### src/rtl/force_override_pkg.sv
// Shared types and the round-robin pick helper for the override controller.
// The pick helper works on a fixed 8-bit request vector so one function serves every N_REQ.
package force_override_pkg;

    typedef enum logic [1:0] {
        IDLE  = 2'd0,
        FORCE = 2'd1,
        GAP   = 2'd2
    } state_t;

    localparam int MAX_REQ = 8;
    localparam int IDX_W   = 3;

    typedef struct packed {
        logic             valid;
        logic [IDX_W-1:0] idx;
    } rr_pick_t;

    // First set bit of elig at or after ptr, wrapping at n (n <= MAX_REQ).
    function automatic rr_pick_t rr_pick(
        input logic [MAX_REQ-1:0] elig,
        input logic [IDX_W-1:0]   ptr,
        input int                 n
    );
        rr_pick_t         res;
        logic [IDX_W-1:0] j;
        res.valid = 1'b0;
        res.idx   = '0;
        for (int k = 0; k < MAX_REQ; k++) begin
            j = IDX_W'((int'(ptr) + k) % n);
            if (k < n && !res.valid && elig[j]) begin
                res.valid = 1'b1;
                res.idx   = j;
            end
        end
        return res;
    endfunction

endpackage

### src/rtl/rr_arbiter.sv
// Round-robin picker: combinational winner search plus the registered priority pointer.
// The pointer moves to one past the finishing winner when the controller ends a lease.
module rr_arbiter
    import force_override_pkg::*;
#(
    parameter int N_REQ = 4
) (
    input  logic             clk,
    input  logic             rstn,
    input  logic [N_REQ-1:0] eligible,
    input  logic             ptr_adv,
    input  logic [IDX_W-1:0] ptr_from,
    output logic             pick_valid,
    output logic [IDX_W-1:0] pick_idx
);

    logic [IDX_W-1:0]   rr_ptr_reg;
    logic [IDX_W-1:0]   rr_ptr_next;
    logic [MAX_REQ-1:0] elig_ext;
    rr_pick_t           pick;

    assign elig_ext   = MAX_REQ'(eligible);
    assign pick       = rr_pick(elig_ext, rr_ptr_reg, N_REQ);
    assign pick_valid = pick.valid;
    assign pick_idx   = pick.idx;

    always_comb begin
        rr_ptr_next = rr_ptr_reg;
        if (ptr_adv) begin
            rr_ptr_next = (ptr_from == IDX_W'(N_REQ - 1)) ? '0 : ptr_from + 1'b1;
        end
    end

    always_ff @(posedge clk) begin
        if (!rstn) begin
            rr_ptr_reg <= '0;
        end else begin
            rr_ptr_reg <= rr_ptr_next;
        end
    end

endmodule

### src/rtl/force_override_ctrl.sv
// Synthesizable force/release: grants one requester at a time a bounded lease on the
// output value, with a mandatory gap cycle between leases and a timeout lock-out mask.
module force_override_ctrl
    import force_override_pkg::*;
#(
    parameter int N_REQ    = 4,
    parameter int WIDTH    = 2,
    parameter int HOLD_MAX = 15,
    parameter int CNT_W    = 4
) (
    input  logic                   clk,
    input  logic                   rstn,
    input  logic [WIDTH-1:0]       func_val,
    input  logic [N_REQ-1:0]       req,
    input  logic [N_REQ*WIDTH-1:0] force_val,
    output logic [N_REQ-1:0]       grant,
    output logic                   forced,
    output logic [WIDTH-1:0]       out_val,
    output logic                   timeout
);

    state_t             state_reg, state_next;
    logic [N_REQ-1:0]   grant_reg, grant_next;
    logic               forced_reg, forced_next;
    logic               timeout_reg, timeout_next;
    logic [CNT_W-1:0]   lease_cnt_reg, lease_cnt_next;
    logic [IDX_W-1:0]   win_idx_reg, win_idx_next;
    logic [N_REQ-1:0]   to_mask_reg, to_mask_next;
    logic [N_REQ-1:0]   mask_set;
    logic [N_REQ-1:0]   eligible;
    logic [N_REQ-1:0]   pick_onehot;
    logic               pick_valid;
    logic [IDX_W-1:0]   pick_idx;
    logic               ptr_adv;
    logic               req_win;
    logic [WIDTH-1:0]   sel_val;
    logic [WIDTH-1:0]   slice_masked [N_REQ];

    assign eligible = req & ~to_mask_reg;
    assign req_win  = |(req & grant_reg);

    rr_arbiter #(
        .N_REQ(N_REQ)
    ) u_arb (
        .clk        (clk),
        .rstn       (rstn),
        .eligible   (eligible),
        .ptr_adv    (ptr_adv),
        .ptr_from   (win_idx_reg),
        .pick_valid (pick_valid),
        .pick_idx   (pick_idx)
    );

    // Grant is one-hot, so an AND-OR across requesters selects the live winner slice.
    for (genvar gi = 0; gi < N_REQ; gi++) begin : g_req
        assign pick_onehot[gi]  = (pick_idx == IDX_W'(gi));
        assign slice_masked[gi] = grant_reg[gi] ? force_val[gi*WIDTH +: WIDTH] : '0;
    end

    always_comb begin
        sel_val = '0;
        for (int i = 0; i < N_REQ; i++) begin
            sel_val = sel_val | slice_masked[i];
        end
    end

    assign out_val = forced_reg ? sel_val : func_val;
    assign grant   = grant_reg;
    assign forced  = forced_reg;
    assign timeout = timeout_reg;

    always_comb begin
        state_next     = state_reg;
        grant_next     = grant_reg;
        forced_next    = forced_reg;
        timeout_next   = 1'b0;
        lease_cnt_next = lease_cnt_reg;
        win_idx_next   = win_idx_reg;
        mask_set       = '0;
        ptr_adv        = 1'b0;
        case (state_reg)
            IDLE: begin
                if (pick_valid) begin
                    state_next     = FORCE;
                    grant_next     = pick_onehot;
                    forced_next    = 1'b1;
                    lease_cnt_next = CNT_W'(1);
                    win_idx_next   = pick_idx;
                end
            end
            FORCE: begin
                // Release is tested first so a coincident timeout is dropped.
                if (!req_win) begin
                    state_next     = GAP;
                    grant_next     = '0;
                    forced_next    = 1'b0;
                    lease_cnt_next = '0;
                    ptr_adv        = 1'b1;
                end else if (lease_cnt_reg == CNT_W'(HOLD_MAX)) begin
                    state_next     = GAP;
                    grant_next     = '0;
                    forced_next    = 1'b0;
                    lease_cnt_next = '0;
                    timeout_next   = 1'b1;
                    mask_set       = grant_reg;
                    ptr_adv        = 1'b1;
                end else begin
                    lease_cnt_next = lease_cnt_reg + 1'b1;
                end
            end
            GAP: begin
                state_next = IDLE;
            end
            default: begin
                state_next  = IDLE;
                grant_next  = '0;
                forced_next = 1'b0;
            end
        endcase
        to_mask_next = (to_mask_reg & req) | mask_set;
    end

    always_ff @(posedge clk) begin
        if (!rstn) begin
            state_reg     <= IDLE;
            grant_reg     <= '0;
            forced_reg    <= 1'b0;
            timeout_reg   <= 1'b0;
            lease_cnt_reg <= '0;
            win_idx_reg   <= '0;
            to_mask_reg   <= '0;
        end else begin
            state_reg     <= state_next;
            grant_reg     <= grant_next;
            forced_reg    <= forced_next;
            timeout_reg   <= timeout_next;
            lease_cnt_reg <= lease_cnt_next;
            win_idx_reg   <= win_idx_next;
            to_mask_reg   <= to_mask_next;
        end
    end

endmodule

### config.mk
export PLATFORM = sky130hd
export DESIGN_NAME = force_override_ctrl
export DESIGN_NICKNAME = d
export VERILOG_FILES = /design/src/rtl/force_override_pkg.sv /design/src/rtl/rr_arbiter.sv /design/src/rtl/force_override_ctrl.sv
export SDC_FILE = /design/constraint.sdc
export NUM_CORES = 1
export LEC_CHECK = 0
export CORE_ASPECT_RATIO = 1.1
export CORE_UTILIZATION = 47
export DETAILED_ROUTE_END_ITERATION = 8
export PLACE_DENSITY = 0.75
export SYNTH_ARGS = -nofsm -noshare
export SYNTH_HDL_FRONTEND = slang
export SYNTH_SLANG_ARGS = --single-unit
### constraint.sdc
create_clock -name clk -period 1.7 [get_ports clk]
set_input_delay 0.51 -clock clk [delete_from_list [all_inputs] [get_ports clk]]
set_output_delay 0.51 -clock clk [all_outputs]
set_load 0.005 [all_outputs]
==> impl_metrics.json, run 1 <==
{
  "status": "complete, no violations",
  "die_w_um": 45.6,
  "critical-path-slowest-cell": "dlygate4sd2_1",
  "netlist.area_leader.share": 0.408,
  "yosys.cell_types.count": 37,
  "drtAntennaViolNets": 0,
  "min_period_ns": 1.67,
  "fp.dieH_um": 49.9,
  "worstPathRequired_ns": 1.19,
  "hold_path_depth": 2,
  "hp-class": "register to register",
  "critPathLaunchType": "input pin",
  "finalSetupViolCount": 0,
  "crit_type": "input pin to output port",
  "gp_routability_congestion": 0.816,
  "synth_area_leader_cell": "dfxtp_1",
  "rsz0062_at_grt": "true",
  "synth_edf_count": 0,
  "finalWirelength_mm": 2.58,
  "power_frac_clock": 0.208,
  "coreArea_mm2": 0.00186,
  "antenna_found_initial": 0,
  "path_delay_family": "buffers and inverters",
  "rows": 16,
  "peakVddDrop_mv": 0.660,
  "reg2reg_depth": 4,
  "syn_nets": 124,
  "cp_num_cells": 4,
  "drt-initial-drc-count": 13,
  "worst_pin_slew_ns": 0.297,
  "slew_headroom": 0.802,
  "global_route.overflow_total": 0,
  "worst-path-buf-inv": 2,
  "synth_cells": 106,
  "power_frac_comb": 0.299,
  "endpoint_kind": "output port",
  "dp_hpwl_mm": 1.86,
  "seq_power_share": 0.494,
  "io_buffers": 23,
  "synth_area_leaders": "dfxtp_1 (41%), a22oi_1 (6.1%), nor2_1 (5.7%)",
  "antenna_cells": 0,
  "htree_levels": 1,
  "fin_ws_ns": 0.0299,
  "slew_violations": 0,
  "hold_ws_ns": 0.519,
  "min_period_over_period": 0.982,
  "cts_sinks": 20,
  "clk_latency_ns": 0.30,
  "place_ws_ns": -0.579,
  "path_cells": "dlygate4sd2_1, a22oi_2, a31oi_1, buf_2",
  "vias": 994,
  "drc_errors": 0,
  "synth-compound-area-share": 0.301,
  "drt-pass1-iter-count": 4,
  "clockBufferDepth": 2,
  "ys_seq_elements": 20,
  "synthSimpleGateAreaFrac": 0.207,
  "netlist_area_um2": 981,
  "cap_violations": 0,
  "syn_avg_cell_area_um2": 9.25,
  "cts_hold_buf": 0,
  "syn2layout_area_growth_pct": 47.7,
  "crit_path_max_incr_delay_ns": 0.24,
  "grt_max_degree": 11,
  "power.internal_w": 0.000755,
  "cts-root-buf": "clkbuf_4",
  "worst_clock_skew_ns": 0.00446,
  "fmax_mhz": 599,
  "grt_pass1_wl_mm": 4.30,
  "clk_pin_slew_worst_paths_ns": 0.11,
  "ys_warn_count": 0,
  "yosysMostFrequentCell": "dfxtp_1",
  "r2r_setup_slack_ns": 0.18,
  "routedWlPerCell_um": 14.6,
  "cellLeakagePower_nw": 0.630,
  "sw_frac_of_total": 0.297,
  "track_usage": 0.256,
  "grt_pass1_vias": 1037,
  "cts_buffers": 3,
  "synth_top_family_by_area": "compound AO/OA/AOI/OAI gates",
  "synthAdderAreaFrac": 0.0255,
  "finalHoldViolations": 0,
  "path_max_fanout": 1,
  "p_sw_w": 0.000319,
  "ys_seq_area_frac": 0.408,
  "finalNetCount": 170,
  "synth_common_cells": "dfxtp_1 (20), nor2_1 (15), a22oi_1 (8)",
  "synthMuxAreaShare": 0.0421,
  "critPathArrivalTime_ns": 1.16,
  "dieArea_mm2": 0.00227,
  "p_total_w": 0.00107,
  "synthArstFlopShare": 0,
  "ys.flop_type": "dfxtp_1",
  "p_per_area_mw_per_mm2": 742,
  "start_util": 0.527,
  "drive_gt1_frac": 0.320,
  "io_pins": 24,
  "vias_per_cell": 5.62,
  "synth_xor_area_frac": 0,
  "cts_tree": "built"
}
worst reg2reg max path: stages (launching register included):
cell	delay [ns]
dfxtp_1	0.40
ha_1	0.22
nand3_2	0.20
a32o_2	0.37
a22o_1	0.23
routing by layer:
layer  share of wire  track usage
met5               0            0
met4           0.021        0.116
met3           0.065       0.0513
met2            0.52        0.452
met1            0.40        0.280
stage by stage:
stage                      util  cell area (um2)  TNS, ns  cells
after global placement    0.722             1350    -6.39    169
after global routing      0.778             1450  -0.0456    177
after floorplan               -              981        0    106
after detailed placement  0.722             1350    -6.63    169
after CTS                 0.764             1420        0    177
final                     0.778             1450        0    177
repair_timing:
action / CTS / global route
setup endpoints to repair: 12 / 10
gates resized for setup: 38 / 6
setup buffers: 5 / 0
pin swaps: 9 / 5
final timing paths:
path | start | to
worst max-delay path | force_val[1] | out_val[1]
worst min-delay path | win_idx_reg[1] | win_idx_reg[1]
worst max register to register | lease_cnt_reg[0] | grant[2]
worst min register to register | win_idx_reg[1] | win_idx_reg[1]
cells in the final DEF (no fill, tap or decap), drive strengths merged, types with 2 or more instances in the layout:
| cell | netlist | layout |
|---|---|---|
| buf | 1 | 21 |
| o21ai | 3 | 3 |
| a21oi | 5 | 5 |
| nand3 | 5 | 5 |
| nand2 | 6 | 6 |
| clkdlybuf4s50 | 0 | 2 |
| a21boi | 2 | 2 |
| a22o | 2 | 2 |
| a32o | 5 | 5 |
| dfxtp | 20 | 20 |
| a31oi | 2 | 2 |
| nor2 | 16 | 16 |
| nor2b | 2 | 2 |
| clkbuf | 0 | 3 |
| ha | 2 | 2 |
| a22oi | 8 | 8 |
| inv | 3 | 3 |
| mux2i | 3 | 3 |
| nand2b | 7 | 7 |
| dlygate4sd2 | 0 | 18 |
layout make-up:
class | instances | area [um2]
repair buffers | 42 | 347
fillers | 145 | 413
well taps | 27 | 33.8
multi-input cells | 82 | 628
flip-flops and latches | 20 | 407
clock buffers | 3 | 22.5
inverters | 3 | 11.3
kinds of logic (layout without fill, tap and decap cells):
| group | count (synthesis) | after routing |
|---|---|---|
| compound gates | 37 | 37 |
| fa+ha+maj | 2 | 2 |
| buf+inv | 4 | 48 |
| flops | 20 | 20 |
| mux | 4 | 4 |
| simple gates | 39 | 39 |
power by group through the flow:
| stage | combinational (W) | sequential [W] | clock, W |
|---|---|---|---|
| global placement | 0.000291 | 0.000541 | 0 |
| detailed placement | 0.000297 | 0.000544 | 0 |
| global route | 0.000352 | 0.000536 | 0.000240 |
| floorplan | 0.000144 | 0.000542 | 0 |
| finish | 0.000321 | 0.000530 | 0.000223 |
| CTS | 0.000308 | 0.000530 | 0.000227 |
(Power assumes the default switching activity.)
==> inputs of run 2 (changes only) <==
--- a/config.mk
+++ b/config.mk
@@ -6,9 +6,11 @@
 export NUM_CORES = 1
 export LEC_CHECK = 0
 export CORE_ASPECT_RATIO = 1.1
-export CORE_UTILIZATION = 47
+export CORE_UTILIZATION = 48
 export DETAILED_ROUTE_END_ITERATION = 8
-export PLACE_DENSITY = 0.75
+export HOLD_SLACK_MARGIN = 0.05
+export PLACE_DENSITY = 0.74
 export SYNTH_ARGS = -nofsm -noshare
 export SYNTH_HDL_FRONTEND = slang
+export SYNTH_HIERARCHICAL = 1
 export SYNTH_SLANG_ARGS = --single-unit
==> run 2 against run 1 <==
Clock-buffer cell count unchanged; sequential power grew 6.2%; wire length increased by 25%; die area is 13% higher; total power increased by 11%; synthesized cell count up 18%; largest power group unchanged; hold slack worse by 0.015 ns; combinational power is 16% higher.
==> impl_metrics.json, run 2 <==
{
  "htree_levels": 1,
  "die_w_um": 48.4,
  "drt-initial-drc-count": 22,
  "dp_hpwl_mm": 2.32,
  "io_buffers": 23,
  "clk_latency_ns": 0.32,
  "cp_num_cells": 4,
  "stdcell_area_mm2": 0.00168,
  "synth_common_cells": "dfxtp_1 (21), inv_1 (10), nand2_1 (9)",
  "vias_per_cell": 5.45,
  "ys_seq_area_frac": 0.370,
  "peakVddDrop_mv": 0.792,
  "routedWlPerCell_um": 15.8,
  "min_period_over_period": 0.986,
  "netlist.area_leader.share": 0.370,
  "rsz0062_at_grt": "true",
  "critPathLaunchType": "input pin",
  "synthArstFlopShare": 0,
  "r2r_setup_slack_ns": 0.11,
  "critPathArrivalTime_ns": 1.17,
  "clk_pin_slew_worst_paths_ns": 0.12,
  "power_frac_comb": 0.311,
  "synthMuxAreaShare": 0.0352,
  "min_period_ns": 1.68,
  "yosys.cell_types.count": 40,
  "netlist_area_mm2": 0.00114,
  "cts_hold_buf": 0,
  "status": "complete, no violations",
  "path_delay_family": "buffers and inverters",
  "start_util": 0.505,
  "power.internal_w": 0.000813,
  "crit_type": "input pin to output port",
  "synth-compound-area-share": 0.263,
  "synth_area_leaders": "dfxtp_1 (37%), nor2b_1 (4.4%), a32o_1 (3.5%)",
  "drtAntennaViolNets": 0,
  "finalHoldViolations": 0,
  "worstPathRequired_ns": 1.19,
  "syn_avg_cell_area_um2": 9.10,
  "synthSimpleGateAreaFrac": 0.246,
  "syn2layout_area_growth_pct": 47.4,
  "fp.dieH_um": 53.1,
  "synth_area_leader_cell": "dfxtp_1",
  "ys_seq_elements": 21,
  "clockBufferDepth": 2,
  "cts-root-buf": "clkbuf_4",
  "hold_path_depth": 2,
  "drc_errors": 0,
  "synth_cells": 125,
  "layout_commonest_cell": "buf_4",
  "slew_violations": 0,
  "synth_edf_count": 0,
  "path_cells": "dlygate4sd2_1, a22oi_2, a31oi_1, buf_2",
  "grt_pass1_vias": 1108,
  "fmax_mhz": 597,
  "antenna_found_initial": 0,
  "syn_nets": 143,
  "finalWirelength_mm": 3.23,
  "critical-path-slowest-cell": "dlygate4sd2_1",
  "synthAdderAreaFrac": 0.0220,
  "grt_max_degree": 14,
  "gp_routability_congestion": 0.810,
  "hold_ws_ns": 0.504,
  "synth_top_family_by_area": "compound AO/OA/AOI/OAI gates",
  "worst_r2r_endpoint": "grant[1]",
  "rows": 18,
  "fin_ws_ns": 0.0236,
  "yosysMostFrequentCell": "dfxtp_1",
  "coreArea_mm2": 0.00225,
  "sw_frac_of_total": 0.317,
  "dieArea_mm2": 0.00257,
  "cts_tree": "built",
  "path_max_fanout": 1,
  "crit_path_max_incr_delay_ns": 0.24,
  "synth_xor_area_frac": 0,
  "cellLeakagePower_nw": 0.723,
  "crit-reg2reg-launch": "lease_cnt_reg[0]",
  "worst-path-buf-inv": 2,
  "ys.flop_type": "dfxtp_1",
  "place_ws_ns": -0.578,
  "finalSetupViolCount": 0,
  "grt_pass1_wl_mm": 5.02,
  "seq_power_share": 0.472,
  "io_pins": 24,
  "p_per_area_mw_per_mm2": 710,
  "cap_violations": 0,
  "antenna_cells": 0,
  "track_usage": 0.264,
  "finalNetCount": 194,
  "cts_sinks": 21,
  "worstSetupStartpoint": "force_val[1]",
  "worst_clock_skew_ns": 0.00627,
  "p_sw_w": 0.000378,
  "drive_gt1_frac": 0.371,
  "layout_common_cells": "buf_4 (27), dlygate4sd2_1 (16), dfxtp_1 (16)",
  "ys_warn_count": 6,
  "global_route.overflow_total": 0,
  "endpoint_kind": "output port",
  "crit_end": "out_val[1]",
  "reg2reg_depth": 6,
  "dpl_cell_area_mm2": 0.00157,
  "vias": 1118,
  "power_frac_clock": 0.217,
  "cts_buffers": 3,
  "hp-class": "register to register",
  "drt-pass1-iter-count": 4
}
-- run 2: cell types whose count changed after synthesis, moves of 3 or more --
cell	previous run	this run
inv_1	2	10
a21oi_1	3	6
a22oi_1	8	5
a21boi_0	0	3
nand2b_1	7	3
nand2_1	6	9
nand3b_1	0	4
nor2_1	15	8
nor2b_1	2	8
-- run 2: kinds of logic after synthesis --
kind of cell | after synthesis
and+or+nand+nor | 47
AOI/OAI and AO/OA | 35
DFF | 21
buffers and inverters | 15
muxes | 4
adders and majority gates | 2
other | 1
-- run 2: how the worst min path moves through the flow --
stage                           from               end  slack [ns]
floorplan             win_idx_reg[1]    win_idx_reg[1]        0.45
global placement      win_idx_reg[1]    win_idx_reg[1]        0.47
detailed placement    win_idx_reg[1]    win_idx_reg[1]        0.49
CTS                 lease_cnt_reg[3]  lease_cnt_reg[3]        0.50
global route        lease_cnt_reg[2]  lease_cnt_reg[2]        0.52
finish              lease_cnt_reg[3]  lease_cnt_reg[3]        0.50
-- run 2: through the flow --
stage,TNS [ns],cells,power [W],utilization
2_1_floorplan,0,125,0.000747,-
3_5_place_dp,-9.70,197,0.000920,0.695
3_3_place_gp,-9.02,197,0.000905,0.695
6_report,0,205,0.00119,0.744
4_1_cts,-0.0870,208,0.00118,0.743
5_1_grt,-0.0207,205,0.00125,0.744
-- run 2: layout make-up --
type | instances | area [um2]
clock buffers | 3 | 22.5
clock inverters | 1 | 7.51
fillers | 178 | 576
inverters | 11 | 41.3
multi-input cells | 89 | 736
flip-flops and latches | 21 | 427
well taps | 30 | 37.5
repair buffers | 50 | 405
-- run 2: repair_timing --
action                                  CTS  global route
hold endpoints to repair                  0             0
endpoints found under the setup margin   22             7
setup buffers                             7             1
gates resized for setup                  44             8
pin swaps                                12             9
-- run 2: routing by layer --
metal | vias to the layer above | share of wire | GRT usage
li1 | 549 | - | -
met1 | 551 | 0.43 | 0.297
met2 | 12 | 0.53 | 0.498
met3 | 6 | 0.025 | 0.0632
met4 | 0 | 0.015 | 0.0833
met5 | - | 0 | 0
-- run 2: power groups by stage --
| stage | sequential [W] | clock [W] | combinational, W |
|---|---|---|---|
| after floorplan | 0.000564 | 0 | 0.000183 |
| after CTS | 0.000558 | 0.000264 | 0.000363 |
| after global placement | 0.000570 | 0 | 0.000335 |
| after global routing | 0.000565 | 0.000286 | 0.000403 |
| after detailed placement | 0.000572 | 0 | 0.000348 |
| final | 0.000563 | 0.000258 | 0.000371 |
-- run 2: tightest hold or removal path, cell delays in order, from the launching register on --
cell	delay, ns
dfxtp_1	0.35
nand4_1	0.08
nand2_1	0.04
==> inputs of run 3 (changes only) <==
--- a/config.mk
+++ b/config.mk
@@ -6,6 +6,7 @@
 export NUM_CORES = 1
 export LEC_CHECK = 0
 export CORE_ASPECT_RATIO = 1.1
+export CORE_MARGIN = 2
 export CORE_UTILIZATION = 48
 export DETAILED_ROUTE_END_ITERATION = 8
 export HOLD_SLACK_MARGIN = 0.05
==> run 3 against run 2 <==
Sequential power decreased by 0.7%; die area increased by 8.1%; wire length decreased by 1.3%; sequential cell count unchanged; first-iteration DRC count increased by 9.1%; final area increased by 1.6%; sequential share of layout area decreased by 0.26 points; clock-buffer cell count unchanged; clock skew increased by 0.00069 ns; worst setup slack improved by 0.016 ns; cell count decreased by 0.98%; largest cell class unchanged.
==> impl_metrics.json, run 3 (synthesized netlist as in run 2, its figures left out) <==
{
  "cap_violations": 0,
  "clk_pin_slew_worst_paths_ns": 0.11,
  "path_max_fanout": 1,
  "drc_errors": 0,
  "grt_pass1_vias": 1141,
  "crit_type": "input pin to output port",
  "clockBufferDepth": 2,
  "drt-pass1-iter-count": 4,
  "hp-class": "register to register",
  "gp_routability_congestion": 0.920,
  "path_cells": "dlygate4sd2_1, a22oi_2, a31oi_1, buf_2",
  "drtAntennaViolNets": 0,
  "hold_ws_ns": 0.498,
  "start_util": 0.505,
  "critPathArrivalTime_ns": 1.15,
  "timing.setup.tns_ns": 0,
  "peakVddDrop_mv": 0.490,
  "grt_max_degree": 13,
  "routedWlPerCell_um": 15.7,
  "wl_met3_um": 72,
  "status": "complete, no violations",
  "crit_path_max_incr_delay_ns": 0.25,
  "layout_commonest_cell": "buf_4",
  "dp_hpwl_mm": 2.33,
  "grt_pass1_wl_mm": 5.05,
  "cts_buffers": 3,
  "cts_tree": "built",
  "critical-path-slowest-cell": "dlygate4sd2_1",
  "rsz0062_at_grt": "false",
  "global_route.overflow_total": 0,
  "io_buffers": 23,
  "clk_latency_ns": 0.30,
  "cts-root-buf": "clkbuf_4",
  "cellLeakagePower_nw": 0.733,
  "dieArea_mm2": 0.00278,
  "rows": 18,
  "coreArea_mm2": 0.00225,
  "finalNetCount": 192,
  "vias": 1110,
  "wl_met2_mm": 1.73,
  "min_period_ns": 1.66,
  "finalSetupViolCount": 0,
  "fp.dieH_um": 55.1,
  "wl_met1_mm": 1.33,
  "critPathLaunchType": "input pin",
  "fmax_mhz": 602,
  "worst_clock_skew_ns": 0.00696,
  "drt-initial-drc-count": 24,
  "antenna_found_initial": 0,
  "io_pins": 24,
  "worstPathRequired_ns": 1.19,
  "fill_cells": 157,
  "track_usage": 0.248,
  "vias_per_cell": 5.47,
  "routed.top_layer": "met4",
  "finalHoldViolations": 0,
  "layout_common_cells": "buf_4 (20), dfxtp_1 (16), dlygate4sd2_1 (14)",
  "htree_levels": 1,
  "finalWirelength_mm": 3.19,
  "worst-path-buf-inv": 2,
  "p_per_area_mw_per_mm2": 697,
  "syn2layout_area_growth_pct": 49.8,
  "endpoint_kind": "output port",
  "drive_gt1_frac": 0.364,
  "slew_violations": 0,
  "cts_sinks": 21,
  "min_period_over_period": 0.977,
  "antenna_cells": 0,
  "path_delay_family": "buffers and inverters",
  "die_w_um": 50.4
}
## run 3: cell count changes in the layout (fill, tap and decap cells not counted), sizes merged
cell           change
clkdlybuf4s15      +2
dlygate4sd2        -2
clkinvlp           -1
clkinv             +1
buf                -2
## run 3: power by group
part / switching, W / total (W) / internal, W
clock: 0.000154 / 0.000242 / 0.0000877
sequential: 0.0000325 / 0.000559 / 0.000527
combinational: 0.000180 / 0.000387 / 0.000207
total: 0.000367 / 0.00119 / 0.000821
## run 3: path summary, 6_finish.rpt
path,startpoint,end,slack (ns),depth (start not counted)
max,force_val[2],out_val[0],0.04,4
min,lease_cnt_reg[3],lease_cnt_reg[3],0.50,2
max reg2reg,grant[1],grant[3],0.11,6
min reg2reg,lease_cnt_reg[3],lease_cnt_reg[3],0.50,2
## run 3: per-stage QoR
| stage | instances | instance area (um2) | setup WS (ns) | utilization | total power [W] |
|---|---|---|---|---|---|
| final | 203 | 1700 | 0.0397 | 0.757 | 0.00119 |
| after CTS | 205 | 1690 | 0.0123 | 0.752 | 0.00118 |
| after detailed placement | 197 | 1580 | -0.570 | 0.701 | 0.000921 |
| after global routing | 203 | 1700 | 0.00813 | 0.757 | 0.00125 |
| after global placement | 197 | 1580 | -0.542 | 0.701 | 0.000908 |
| after floorplan | 125 | 1150 | 0.00291 | - | 0.000747 |
## run 3: repair_timing
action                                  4_1_cts  5_1_grt
cloned                                        0        0
resized for setup                            48       11
setup buffers                                 4        1
pin swaps                                    13        7
endpoints found under the hold margin         0        0
hold buffers                                  0        0
endpoints found under the setup margin       26       10
## run 3: per-layer routing
| layer | up-vias | global-route usage |
|---|---|---|
| met5 | - | 0 |
| met4 | 0 | 0.113 |
| met3 | 8 | 0.0457 |
| met2 | 20 | 0.467 |
| met1 | 538 | 0.276 |
| li1 | 544 | - |
## run 3: tightest hold or removal path, cell delays in order, from the launching register on
cell	delay [ns]
dfxtp_1	0.35
nand4_1	0.07
nand2_1	0.04
## run 3: cell type report
cell class	count	area, um2	share of cell area
inverter	11	41.3	0.0242
tap	30	37.5	0.0220
clock buffer	3	22.5	0.0132
multi-input combinational	89	748	0.439
sequential	21	429	0.252
timing repair buffer	48	420	0.247
clock inverter	1	5.00	0.00294
